### config.mk
export PLATFORM = sky130hd
export DESIGN_NAME = instr_loader_flat
export DESIGN_NICKNAME = d
export VERILOG_FILES = /design/src/rtl/instr_loader_if.sv /design/src/rtl/instr_loader.sv /design/src/flat_wrapper.sv
export SDC_FILE = /design/constraint.sdc
export NUM_CORES = 1
export LEC_CHECK = 0
export ABC_AREA = 0
export BUFFER_PORTS_ARGS = -buffer_cell sky130_fd_sc_hd__clkbuf_2
export CAP_MARGIN = 20
export CORE_MARGIN = 8
export CORE_UTILIZATION = 59
export DETAILED_ROUTE_END_ITERATION = 8
export PLACE_DENSITY = 0.85
export SLEW_MARGIN = 5
export SYNTH_ARGS = -nofsm -noshare
export SYNTH_HDL_FRONTEND = slang
export SYNTH_SLANG_ARGS = --single-unit
### constraint.sdc
create_clock -name clk -period 2.9 [get_ports clk]
set_input_delay 0.29 -clock clk [delete_from_list [all_inputs] [get_ports clk]]
set_output_delay 0.29 -clock clk [all_outputs]
set_load 0.01 [all_outputs]
### src/rtl/instr_loader_if.sv
// Host byte-stream handshake for the boot loader.
// Host drives valid/byte, loader answers with ready.
interface instr_loader_if;
  logic       in_valid;
  logic [7:0] in_byte;
  logic       in_ready;

  modport master (
    output in_valid,
    output in_byte,
    input  in_ready
  );

  modport slave (
    input  in_valid,
    input  in_byte,
    output in_ready
  );
endinterface

### src/rtl/instr_loader.sv
// Boot loader: assembles host bytes into instruction words,
// writes instruction memory and holds the core until verified.
module instr_loader #(
  parameter int ADDR_W    = 14,
  parameter int DEPTH     = 16384,
  parameter int BASE_ADDR = 0
) (
  input  logic              clk,
  input  logic              rst_n,
  input  logic              start,
  instr_loader_if.slave     host,
  output logic              im_wr_en,
  output logic [ADDR_W-1:0] im_addr,
  output logic [31:0]       im_wr_data,
  output logic              cpu_hold,
  output logic              load_done,
  output logic              load_error
);

  typedef enum logic [2:0] {
    IDLE, LEN_HI, LEN_LO, DATA, CHK, DONE, ERR
  } state_t;

  state_t      state, state_nx;
  logic [7:0]  len_hi;
  logic [7:0]  chk;
  logic [15:0] len;
  logic [15:0] idx;
  logic [1:0]  bcnt;
  logic [23:0] sh;

  logic        fire;
  logic        go;
  logic [15:0] len_in;
  logic        len_bad;
  logic        last_byte;
  logic        last_word;

  assign host.in_ready = (state == LEN_HI) || (state == LEN_LO) ||
                         (state == DATA)   || (state == CHK);

  assign fire      = host.in_valid && host.in_ready;
  assign go        = start && ((state == IDLE) || (state == DONE) ||
                               (state == ERR));
  assign len_in    = {len_hi, host.in_byte};
  assign len_bad   = (|len_in[15:14]) ||
                     ({16'd0, len_in} > 32'(DEPTH - BASE_ADDR));
  assign last_byte = (bcnt == 2'd3);
  assign last_word = (idx == len - 16'd1);

  always_ff @(posedge clk) begin
    if (!rst_n) state <= IDLE;
    else        state <= state_nx;
  end

  always_comb begin
    state_nx = state;
    unique case (state)
      IDLE, DONE, ERR: if (go) state_nx = LEN_HI;
      LEN_HI: if (fire) state_nx = LEN_LO;
      LEN_LO: begin
        if (fire) begin
          if (len_bad)           state_nx = ERR;
          else if (len_in == '0) state_nx = CHK;
          else                   state_nx = DATA;
        end
      end
      DATA: if (fire && last_byte && last_word) state_nx = CHK;
      CHK: begin
        if (fire) state_nx = (host.in_byte == chk) ? DONE : ERR;
      end
      default: state_nx = IDLE;
    endcase
  end

  always_ff @(posedge clk) begin
    if (!rst_n) begin
      im_wr_en   <= 1'b0;
      im_addr    <= '0;
      im_wr_data <= '0;
      cpu_hold   <= 1'b0;
      load_done  <= 1'b0;
      load_error <= 1'b0;
      len_hi     <= '0;
      len        <= '0;
      chk        <= '0;
      idx        <= '0;
      bcnt       <= '0;
      sh         <= '0;
    end else begin
      im_wr_en <= 1'b0;
      if (go) begin
        cpu_hold   <= 1'b1;
        load_done  <= 1'b0;
        load_error <= 1'b0;
        chk        <= '0;
        idx        <= '0;
        bcnt       <= '0;
      end
      if (fire) begin
        unique case (state)
          LEN_HI: begin
            len_hi <= host.in_byte;
            chk    <= chk ^ host.in_byte;
          end
          LEN_LO: begin
            len <= len_in;
            chk <= chk ^ host.in_byte;
          end
          DATA: begin
            chk  <= chk ^ host.in_byte;
            bcnt <= bcnt + 2'd1;
            sh   <= {sh[15:0], host.in_byte};
            // word is registered here, strobe appears next cycle
            if (last_byte) begin
              im_wr_en   <= 1'b1;
              im_wr_data <= {sh, host.in_byte};
              im_addr    <= ADDR_W'(BASE_ADDR) + idx[ADDR_W-1:0];
              idx        <= idx + 16'd1;
            end
          end
          default: ;
        endcase
      end
      if (state == CHK && state_nx == DONE) begin
        cpu_hold  <= 1'b0;
        load_done <= 1'b1;
      end
      if (state != ERR && state_nx == ERR) load_error <= 1'b1;
    end
  end

endmodule
### src/flat_wrapper.sv
// flat-port wrapper written by rule: the top's interface ports become plain ports
module instr_loader_flat 
#(
  parameter int ADDR_W    = 14,
  parameter int DEPTH     = 16384,
  parameter int BASE_ADDR = 0
)
  (clk, rst_n, start, im_wr_en, im_addr, im_wr_data, cpu_hold, load_done, load_error, host_in_valid, host_in_byte, host_in_ready);
  instr_loader_if host_i ();
  input  logic clk;
  input  logic rst_n;
  input  logic start;
  output logic im_wr_en;
  output logic [ADDR_W-1:0] im_addr;
  output logic [31:0] im_wr_data;
  output logic cpu_hold;
  output logic load_done;
  output logic load_error;
  input wire logic [$bits(host_i.in_valid)-1:0] host_in_valid;
  input wire logic [$bits(host_i.in_byte)-1:0] host_in_byte;
  output wire logic [$bits(host_i.in_ready)-1:0] host_in_ready;
  assign host_i.in_valid = host_in_valid;
  assign host_i.in_byte = host_in_byte;
  assign host_in_ready = host_i.in_ready;
  instr_loader #(.ADDR_W(ADDR_W), .DEPTH(DEPTH), .BASE_ADDR(BASE_ADDR)) u_core (.clk(clk), .rst_n(rst_n), .start(start), .host(host_i), .im_wr_en(im_wr_en), .im_addr(im_addr), .im_wr_data(im_wr_data), .cpu_hold(cpu_hold), .load_done(load_done), .load_error(load_error));
endmodule
# ---- Word-level counts from Yosys, hierarchy flattened
# Index checks and enable logic that the tools add are counted.
dict set report totals {
  reg_bits 127
  latch_bits 0
  ram_bits 0
  mem_bits_ro 0
  out_inout_bits 51
  word_cells 79
  mem_count 0
}
dict set report classes {
  n_addsub 3
  mul 0
  n_div 0
  order_cmp 1
  n_eq_ne 12
  n_shift 0
  mux 23
  bitwise 2
  reduce_logical 25
}
# op n
set op_table {}
lappend op_table {{$mux W16} 4}
lappend op_table {{$mux W8} 3}
lappend op_table {{$mux W3} 7}
lappend op_table {{$add A16 B1 Y16 const B} 1}
lappend op_table {{$eq A16 B16 Y1} 1}
lappend op_table {{$gt A16 B15 Y1 const B} 1}
lappend op_table {{$logic_not A16 Y1} 1}
lappend op_table {{$sub A16 B1 Y16 const B} 1}
lappend op_table {{$eq A3 B3 Y1 const B} 5}
lappend op_table {{$pmux W3 S5} 1}
lappend op_table {{$eq A8 B8 Y1} 1}
lappend op_table {{$mux W2} 4}
lappend op_table {{$xor A8 B8 Y8} 1}
lappend op_table {{$eq A3 B2 Y1 const B} 2}
lappend op_table {{$logic_and A1 B1 Y1} 6}
lappend op_table {{$logic_or A1 B1 Y1} 6}
lappend op_table {{$reduce_and A2 Y1} 3}
lappend op_table {{$reduce_and A3 Y1} 2}
lappend op_table {{$reduce_or A3 Y1} 2}
lappend op_table {{$mux W1} 4}
lappend op_table {{$reduce_bool A2 Y1} 2}
lappend op_table {{$reduce_or A2 Y1} 2}
lappend op_table {{$eq A3 B1 Y1 const B} 1}
lappend op_table {{$logic_not A3 Y1} 1}
lappend op_table {{other kinds (4)} 4}

# ---- Depth between registers and ports, before layout
dict set report logic_depth {
  depth_word 12
  ltp_mapped 9
  ltp_nobuf 9
}

# ---- Worst setup path after synthesis
# Ideal clock, no wire load.
dict set report synth_path {
  path_kind {reg-to-reg}
  startpoint {register u_core.len[0]}
  endpoint {register u_core.load_error}
  t_arrival_ns 2.100
  setup_slack_ns 0.684
  stages_incl_launch_ff 10
  path_buffers 0
  period_less_slack_ns 2.216
  path_cell_list {dfxtp_1 > inv_1 > ha_1 > nor3b_1 > nand3_4 > mux2_4 > a311oi_2 > nor4_2 > a21bo_1 > a31o_1}
}
dict set report synth_via {
  elab_chain_cells 8
}
# element line_no
set synth_rtl {}
lappend synth_rtl {{from (decl)} instr_loader.sv:27} ;# logic [15:0] len;
lappend synth_rtl {{from (signal assigned)} instr_loader.sv:107} ;# len <= len_in;
lappend synth_rtl {{$sub A16 B1 Y16 (*)} instr_loader.sv:49} ;# assign last_word = (idx == len - 16'd1);
lappend synth_rtl {{$eq A16 B16 Y1 (*)} instr_loader.sv:49}
lappend synth_rtl {{$logic_and A1 B1 Y1 (*)} instr_loader.sv:68} ;# DATA: if (fire && last_byte && last_word) state_nx = CHK;
lappend synth_rtl {{$mux W3 (*)} instr_loader.sv:68}
lappend synth_rtl {{$pmux W3 S5 (*)} instr_loader.sv:58} ;# unique case (state)
lappend synth_rtl {{$eq A3 B3 Y1 (*)} instr_loader.sv:129} ;# if (state != ERR && state_nx == ERR) load_error <= 1'b1;
lappend synth_rtl {{$logic_and A1 B1 Y1 (*)} instr_loader.sv:129}
lappend synth_rtl {{$mux W1 or $reduce_bool A2 Y1 (tied branches)} n/a}
lappend synth_rtl {{to (signal assigned)} instr_loader.sv:83} ;# load_error <= 1'b0;
lappend synth_rtl {{to (signal assigned)} instr_loader.sv:95} ;# load_error <= 1'b0;
lappend synth_rtl {{to (signal assigned)} instr_loader.sv:129}
lappend synth_rtl {{to (decl)} instr_loader.sv:17} ;# output logic load_error
# Every way passes the cells marked *; elsewhere a longest branch is shown, timed or not.
# A chain may end at the register's enable or synchronous reset.

# ---- Worst setup path in the final report
dict set report layout_path {
  startpoint {register u_core.len[0]}
  endpoint {register u_core.state[1]}
}
dict set report layout_via {
  elab_chain_cells 5
}
# element line_no
set layout_rtl {}
lappend layout_rtl {{$sub A16 B1 Y16} instr_loader.sv:49}
lappend layout_rtl {{$eq A16 B16 Y1} instr_loader.sv:49}
lappend layout_rtl {{$logic_and A1 B1 Y1} instr_loader.sv:68}
lappend layout_rtl {{$mux W3} instr_loader.sv:68}
lappend layout_rtl {{$pmux W3 S5} instr_loader.sv:58}
lappend layout_rtl {{to (signal assigned)} instr_loader.sv:53} ;# else state <= state_nx;
lappend layout_rtl {{to (decl)} instr_loader.sv:24} ;# state_t state, state_nx;
# Every way passes these cells.

==> run_results.csv <==
group,metric,value,unit
outcome,run_status,"finished clean",
global_routing,first_global_vias,5247,
cts,cts_buffers,17,
yosys,yosys.area.top_type,"dfxtp_1",
route,wl_met2,7560,um
layout,area_growth,15.3,%
yosys,async_flop_share,0,%
yosys,synthTopCellsByArea,"dfxtp_1 (43%), nand2_1 (14%), a21boi_0 (13%)",
floorplanning,die_area,13600,sq um
cts,cts_tree,"yes",
cts,cts_root_buffer,"clkbuf_8",
yosys,synth_xor_area_share,3.66,%
yosys,yosysMostFrequentCell,"nand2_1",
sta,tightest_slew,0.825,ns
route,vias,5289,
cts,clk_pin_slew,0.06,ns
setup_path,arrival,2.88,ns
worst_hold_path,min_path_type,"input pin to flip-flop",
floorplanning,io-pin-count,63,
setup_path,required,3.29,ns
yosys,yosys-top-cells-count,"nand2_1 (218), dfxtp_1 (127), a21boi_0 (100)",
place,gp_congestion,0.945,
yosys,synthSimpleGateAreaFrac,28.2,%
yosys,yosysSeqAreaShare,42.5,%
setup_path,reg2reg_to,"u_core.state[1]",
run,cap_viol_max_count,0,
place,io_buffer_count,62,
setup_path,worstSetupPathType,"flip-flop to flip-flop",
layout,finalNetCount,790,
yosys,synth_edf_count,0,
route,wl_met3,787,um
sta,fin_ws,0.412,ns
setup_path,start_kind,"flip-flop",
power,ir_drop,397,uV
cts,clockBufferDepth,2,
sta,timing.fmax,402,MHz
route,firstDrtPassIters,6,
yosys,syn_inst,737,
route,wl_per_cell,16.4,um
floorplanning,initial_core_util,60.9,%
global_routing,grt_max_degree,54,
yosys,synth_compound_area_share,19.3,%
layout,seqCellArea,2540,sq um
yosys,avgSynthCellArea,8.11,sq um
yosys,yosysUniqueCellTypes,64,
global_routing,grt_overflow,0,
global_routing,grt_first_pass_wirelength,25000,um
route,ant_nets,0,
yosys,syn-num-nets,752,
worst_hold_path,min_from,"host_in_byte[7]",
route,viasPerCell,5.74,
route,wl,15100,um
power,cellPowerDensity,618,nW/um^2
cts,ctsResizeCount,0,
sta,slew_violations,0,
floorplanning,die_w,117,um
setup_path,path_max_fanout,9,
floorplanning,core.rowCount,36,
worst_hold_path,whs_path_depth,3,
cts,hold_buffers,0,
floorplanning,core-area,9820,sq um
cts,clk_latency,0.53,ns
setup_path,reg2reg_from,"u_core.len[0]",
cts,post-cts-setup-buffer-count,0,
setup_path,reg2regPathDepth,9,
setup_path,cp-end-kind,"flip-flop",
worst_hold_path,min_to,"u_core.len_hi[7]",
sta,rsz0062_at_grt,"no",
yosys,synth_top_area_share,42.5,%
floorplanning,die_h,117,um
sta,max-slew-margin-rel,44.8,%
yosys,synth_flop_cell,"dfxtp_1",
global_routing,grtUsageTotal,23.1,%
global_routing,antenna_found_initial,0,
yosys,synth_top_family_by_area,"simple AND/OR/NAND/NOR gates",
cts,clock_sinks,127,
place,pre_cts_ws,0.497,ns
sta,finalSetupViolCount,0,
sta,min_period,2.49,ns
route,drc,0,
yosys,synthMuxAreaShare,0.921,%
route,wl_met1,6400,um
yosys,synth_seq_cells,127,
power,cellLeakagePower,2.53,nW
layout,utilization,70.2,%
yosys,synthAdderAreaFrac,0.628,%
sta,fin_crit_sh,85.8,%
sta,final.setup.tns,0,ns
sta,hold_viol,0,
layout,fillCellCount,793,
power,total_power,4.26,mW
yosys,syn-cell-area,5980,sq um
route,highest_layer,"met4",
layout,drive_above_1_share,15.5,%
cts,htreeDepth,4,
yosys,yosys_warnings,0,
layout,num_antenna_cells,0,
sta,fin_worst_skew,0.0104,ns
layout,multiInputGateArea,3150,sq um
route,initialDrtViolationCount,526,
place,hpwl,9940,um
setup_path,reg2reg_setup_slack,0.41,ns
power by group:
group          switching [mW]  leakage, nW  internal [mW]
clock network           0.832        0.285           1.33
registers              0.0318         1.02           1.77
logic                   0.174         1.22          0.125
flip-flops by register name (all words and copies together), names as in the netlist:
| signal | cells |
|---|---|
| u_core.state | 3 |
| u_core.bcnt | 2 |
| u_core.chk | 8 |
| u_core.len_hi | 8 |
| u_core.im_wr_data | 32 |
| u_core.idx | 16 |
| u_core.load_error | 1 |
| u_core.im_wr_en | 1 |
| u_core.im_addr | 14 |
| u_core.len | 16 |
| u_core.cpu_hold | 1 |
| u_core.load_done | 1 |
| u_core.sh | 24 |
cell usage in the layout, fill, tap and decap left out, drive strengths merged, types with 13 or more instances in the layout:
cell	n
nor2b	17
clkbuf	80
xor2	16
dfxtp	127
nand2	219
nor2	20
o21ai	18
nand3	18
buf	13
a21oi	16
nor3b	15
a21boi	100
per-layer routing:
layer  global-route usage [%]  vias up
met5                        0        -
met4                     10.3        0
met3                     5.33       40
met2                     39.6      157
met1                     27.0     2519
li1                         -     2573
stage by stage:
stage	area, sq um	instances	hold slack (ns)
floorplan	5980	737	0.441
global placement	6290	889	0.449
detailed placement	6290	889	0.457
CTS	6890	921	0.129
global route	6890	921	0.150
finish	6890	921	0.143
worst max-delay path by stage:
stage                             start           endpoint  slack [ns]  depth (start not counted)
final                     u_core.len[0]    u_core.state[1]        0.41                          9
after global routing      u_core.len[0]    u_core.state[1]        0.14                          9
after CTS                 u_core.len[0]    u_core.state[1]        0.41                          9
after detailed placement  u_core.len[0]  u_core.load_error        0.50                          9
after global placement    u_core.len[0]  u_core.load_error        0.56                          9
after floorplan           u_core.len[0]  u_core.load_error        0.68                          9
kinds of logic (layout without fill, tap and decap cells):
group | Yosys count | in the layout
xor gates and xnor gates | 25 | 25
and+or+nand+nor | 353 | 353
AOI/OAI and AO/OA | 162 | 162
adders and majority gates | 3 | 3
muxes | 5 | 5
DFF | 127 | 127
buffers and inverters | 62 | 113
final cells by class:
class	instances	share of cell area [%]
clock buffer	18	6.06
clock inverter	14	2.63
inverter	6	0.327
multi-input combinational	548	45.8
sequential	127	36.9
tap	133	2.41
timing repair buffer	75	5.92
worst max-delay path: stages (launching register included):
cell	delay, ns
dfxtp_1	0.35
inv_1	0.09
ha_1	0.30
nor3b_1	0.36
nand3_4	0.13
nor4_1	0.34
a311oi_2	0.07
nor4_2	0.40
or2_1	0.21
a21oi_1	0.10
Power figures use the tool's default switching activity.
